## src/rtl/cache_writeback_buffer.sv

```systemverilog
// Victim/writeback buffer: a circular FIFO of dirty lines that drain to physical memory
// one at a time, and that cache misses can snoop so they never re-fetch stale data.
module cache_writeback_buffer #(
  parameter int DEPTH    = 4,
  parameter int s_offset = 5,
  parameter int s_line   = 256
) (
  input  logic                   clk,
  input  logic                   rst,
  input  logic                   evict_valid,
  input  logic [31:0]            evict_addr,
  input  logic [s_line-1:0]      evict_data,
  output logic                   evict_ready,
  input  logic [31:0]            lookup_addr,
  output logic                   lookup_hit,
  output logic [s_line-1:0]      lookup_data,
  output logic [31:0]            pmem_address,
  output logic [s_line-1:0]      pmem_wdata,
  output logic                   pmem_write,
  input  logic                   pmem_resp,
  output logic                   empty,
  output logic [$clog2(DEPTH):0] count
);

  localparam int PW = $clog2(DEPTH);
  localparam int CW = PW + 1;
  localparam int TW = 32 - s_offset;

  typedef enum logic {IDLE, WRITE} state_t;

  state_t            state;
  logic [TW-1:0]     tag_q  [DEPTH];
  logic [s_line-1:0] data_q [DEPTH];
  logic [DEPTH-1:0]  valid_q;
  logic [PW-1:0]     head;
  logic [PW-1:0]     tail;
  logic [PW-1:0]     lookup_idx;
  logic              push;
  logic              pop;
  logic              unused_offset_bits;

  // Line offsets never take part in matching or storage.
  assign unused_offset_bits = ^{evict_addr[s_offset-1:0], lookup_addr[s_offset-1:0]};

  // Ready looks only at the registered count, so a pop while full frees a slot a cycle later.
  assign evict_ready = (count != CW'(DEPTH));
  assign empty       = (count == '0);
  assign push        = evict_valid && evict_ready;
  assign pop         = (state == WRITE) && pmem_resp;

  assign pmem_address = {tag_q[head], {s_offset{1'b0}}};
  assign pmem_wdata   = data_q[head];

  always_ff @(posedge clk or negedge rst) begin
    if (!rst) begin
      head       <= '0;
      tail       <= '0;
      count      <= '0;
      valid_q    <= '0;
      state      <= IDLE;
      pmem_write <= 1'b0;
    end else begin
      // NOTE: non-blocking updates let push and pop both read this cycle's pointers and count.
      if (push) begin
        valid_q[tail] <= 1'b1;
        tail          <= tail + PW'(1);
      end
      if (pop) begin
        valid_q[head] <= 1'b0;
        head          <= head + PW'(1);
      end
      case ({push, pop})
        2'b10:   count <= count + CW'(1);
        2'b01:   count <= count - CW'(1);
        default: ;
      endcase
      case (state)
        IDLE: begin
          if (count != '0) begin
            state      <= WRITE;
            pmem_write <= 1'b1;
          end
        end
        WRITE: begin
          if (pmem_resp) begin
            state      <= IDLE;
            pmem_write <= 1'b0;
          end
        end
        default: begin
          state      <= IDLE;
          pmem_write <= 1'b0;
        end
      endcase
    end
  end

  // NOTE: line storage is deliberately not reset; valid_q alone says whether an entry is live.
  always_ff @(posedge clk) begin
    if (push) begin
      tag_q[tail]  <= evict_addr[31:s_offset];
      data_q[tail] <= evict_data;
    end
  end

  // Scan oldest to youngest so a later match overrides, leaving the youngest entry's data.
  always_comb begin
    // NOTE: every output gets a default first so no path through the loop infers a latch.
    lookup_hit  = 1'b0;
    lookup_data = '0;
    lookup_idx  = head;
    for (int i = 0; i < DEPTH; i++) begin
      lookup_idx = head + PW'(i);
      if (valid_q[lookup_idx] && (tag_q[lookup_idx] == lookup_addr[31:s_offset])) begin
        lookup_hit  = 1'b1;
        lookup_data = data_q[lookup_idx];
      end
    end
  end

endmodule
```

## config.mk

```make
export PLATFORM = sky130hd
export DESIGN_NAME = cache_writeback_buffer
export DESIGN_NICKNAME = d
export VERILOG_FILES = /design/src/rtl/cache_writeback_buffer.sv
export SDC_FILE = /design/constraint.sdc
export NUM_CORES = 2
export LEC_CHECK = 0
export CAP_MARGIN = 20
export CORE_UTILIZATION = 30
export CTS_CLUSTER_SIZE = 30
export DETAILED_ROUTE_END_ITERATION = 10
export PLACE_DENSITY_LB_ADDON = 0.15
export SLEW_MARGIN = 15
export SYNTH_ARGS = -nofsm -noshare
export SYNTH_HDL_FRONTEND = slang
export SYNTH_SLANG_ARGS = --single-unit
```

## constraint.sdc

```tcl
create_clock -name clk -period 13.9 [get_ports clk]
set_input_delay 1.39 -clock clk [delete_from_list [all_inputs] [get_ports clk]]
set_output_delay 1.39 -clock clk [all_outputs]
set_load 0.02 [all_outputs]
```

==> qor.yml <==
run_status:
  status: "completed"
floorplan:
  die_area_mm2: 0.2429
  pin_count: 875
  start_util_pct: 30.27
  num_rows: 179
  die_x_um: 492.8
  die_h_um: 492.8
  coreArea_mm2: 0.2387
timing:
  period_share_pct: 75.49
  fmax_mhz: 95.30
  maxSlewHeadroom_pct: 23.69
  hold_violations: 0
  period_minus_slack_ps: 10490
  rsz0062_at_grt: "false"
  fin_worst_skew_ps: 33.33
  worst_pin_slew_ps: 1145
  final_max_slew_viol_count: 0
  setup_violations: 0
  setup-tns-final_ps: 0
cts:
  htreeDepth: 4
  clock_path_buffers: 3
  postCtsSetupRepairBufs: 0
  clk_pin_slew_ps: 60
  worstSkewPairLatency_ps: 780
  root_buffer: "clkbuf_16"
  clock_sinks: 1145
  cts_made_buffers: 149
  ctsHoldBuffers: 0
  ctsResizeCount: 0
  cts_tree: "built"
logic_synthesis:
  ys.warnings.count: 0
  synthArstFlopShare_pct: 1.135
  avgSynthCellArea_um2: 17.57
  ys_seq_elements: 1145
  netlist_top_cells_area: "edfxtp_1, mux4_2, mux2i_1"
  synth_edf_count: 1132
  synthCells: 4112
  synth_common_cells: "edfxtp_1, mux4_2, mux2i_1"
  synthDistinctLibCells: 64
  synth.largest_area_cell: "edfxtp_1"
  synthFlopType: "edfxtp_1"
  synth_most_common_cell: "edfxtp_1"
  syn-cell-area_mm2: 0.07227
  seq_area_frac_synth_pct: 47.49
  synth_top_area_share_pct: 47.04
grt:
  antenna_found_initial: 65
  grt_usage_pct: 18.74
  grt_pass1_wl_um: 336300
  first_global_vias: 45911
  overflow: 0
  grt_max_degree: 142
route:
  drt_iter0_drc: 3611
  vias_per_cell: 5.680
  num_vias: 45963
  drtPass1Iterations: 5
  drc: 0
  wl_per_cell_um: 28.73
  postRouteAntennaNets: 0
  totalWireLength_um: 232500
critical_path:
  start_kind: "flop"
  cp_data_required_time_ps: 12510
  reg2reg_to: "data_q[3][48]$_DFFE_PP_"
  crit_type: "flop to output pin"
  end_kind: "output pin"
  critPathMaxStageDelay_ps: 1030
  critical_path.cell_chain: "inv_2 > ha_4 > buf_4 > mux4_2 > xnor2_1 > nand2_1 > a2111oi_2 > and2_1 > and4_2 > buf_4 > o21ai_4 > buf_4 > buf_4 > o221ai_1 > o21a_1 > clkdlybuf4s50_1"
  r2r_start: "count[0]$_DFFE_PN0P_"
  startpoint: "head[0]$_DFFE_PN0P_"
  cp_data_arrival_time_ps: 9100
  cp_max_fo: 54
  ff2ff_setup_slack_ps: 9720
  path_buf_inv: 6
  ff2ff_path_depth: 6
  cp_slowest_cell: "dfrtp_4"
  crit_path_frequent_cell: "buf_4"
  crit_family: "buffers and inverters"
  endpoint: "lookup_data[235]"
  cp_num_cells: 16
pwr:
  power.share.sequential_pct: 25.7
  p_total_uw: 19920
  power.share.clock_pct: 18.7
  intPower_uw: 12380
  p_sw_share_pct: 37.85
  p_sw_uw: 7540
  power.density_mw_per_mm2: 225.4
  worst_ir_drop_vdd_v: 0.0002327
  p_comb_share_pct: 55.6
  power_leakage_uw: 0.02781
min_path:
  holdPathStages: 2
  worstHoldPathType: "flop to flop"
placed_design:
  io_buffers: 859
  post-dp-hpwl_um: 153200
  gp_congestion: 0.8125
job:
  maxCapViolations: 0
layout:
  layout.nets: 5114
  drive_gt1_share_pct: 29.61
  areaGrowthSynthToFinish_pct: 22.29
## through the flow
stage	utilization (%)	std cells	hold WS, ps	area, um2	setup WS (ps)
after global placement	34.98	7793	487.1	83510	4044
after detailed placement	34.98	7793	492.6	83510	4024
after global routing	37.00	8080	556.2	88340	2824
final	37.02	8092	503.3	88370	3407
after floorplan	-	4116	501.9	72280	5348
after CTS	36.96	8067	506.6	88230	3118
## kinds of logic (layout without fill, tap and decap cells)
logic type | Yosys count | after routing | share of synthesized area [%]
xor+xnor | 94 | 94 | 1.139
fa+ha+maj | 10 | 10 | 0.1835
buf+inv | 680 | 1467 | 4.335
simple gates | 128 | 128 | 0.9817
mux | 1411 | 1411 | 38.46
other cells | 1 | 27 | 0.005189
flops | 1145 | 1145 | 47.49
compound gates | 643 | 643 | 7.402
## area by class of cell
cell class	count	area [um2]
fill	22285	150400
clock inverter	85	743.2
antenna	22	55.05
timing repair buffer	943	9464
clock buffer	189	3985
inverter	250	938.4
multi-input combinational	2291	34900
sequential	1145	34330
tap	3167	3963
## routing by layer
layer  track usage (%)  vias to the layer above  part of all wire [%]
li1                  -                    19303                     -
met1             23.75                    24658                    40
met2             30.49                     1630                    48
met3             6.417                      314                   9.1
met4             4.820                       58                   2.3
met5                 0                        -                  0.16
## tightest hold or removal path, delay by kind of cell (launching register included)
| family | cells | cell delay [ps] |
|---|---|---|
| DFF | 1 | 340 |
| and+or+nand+nor | 2 | 120 |
## registers in the layout, indices dropped and copies added, names as in the netlist
signal / cells
pmem_write: 1
head: 2
state: 1
tail: 2
tag_q: 108
data_q: 1024
valid_q: 4
count: 3
## power groups by stage
stage	Sequential [uW]	Clock (uW)	Combinational (uW)
3_5_place_dp	5190	0	11200
4_1_cts	5120	3840	11200
5_1_grt	5220	3960	11800
3_3_place_gp	5160	0	11200
2_1_floorplan	5180	0	8240
6_report	5130	3730	11100
## how the worst min path moves through the flow
stage | from | endpoint | slack (ps)
3_5_place_dp | pmem_write$_DFFE_PN0P_ | pmem_write$_DFFE_PN0P_ | 490
5_1_grt | pmem_write$_DFFE_PN0P_ | pmem_write$_DFFE_PN0P_ | 560
2_1_floorplan | state$_DFF_PN0_ | state$_DFF_PN0_ | 500
4_1_cts | pmem_write$_DFFE_PN0P_ | pmem_write$_DFFE_PN0P_ | 510
6_report | pmem_write$_DFFE_PN0P_ | pmem_write$_DFFE_PN0P_ | 500
3_3_place_gp | pmem_write$_DFFE_PN0P_ | pmem_write$_DFFE_PN0P_ | 490
## cells in the final DEF, fill, tap and decap left out, types with 9 or more instances in the layout
master           Yosys  routed
inv_1              249     249
buf_12               1      14
diode_2              0      22
clkinv_2             0      17
nand2b_1            35      35
o221ai_2            60      60
mux2i_1            311     311
a221oi_1            37      37
nor2_1              20      20
xnor2_1             79      79
nand2_1             24      24
nand4_1             11      11
buf_4               35      67
clkdlybuf4s50_1      0     859
clkbuf_1           234      35
o21a_1             224     224
mux4_2            1092    1092
o22ai_1              9       9
xor2_1              15      15
clkinv_1             0      45
dfrtp_1             13      11
clkbuf_16            0     154
edfxtp_1          1132    1132
o221ai_1           169     169
a21oi_1             48      48
o21ai_0             48      48
(Power assumes the default switching activity.)
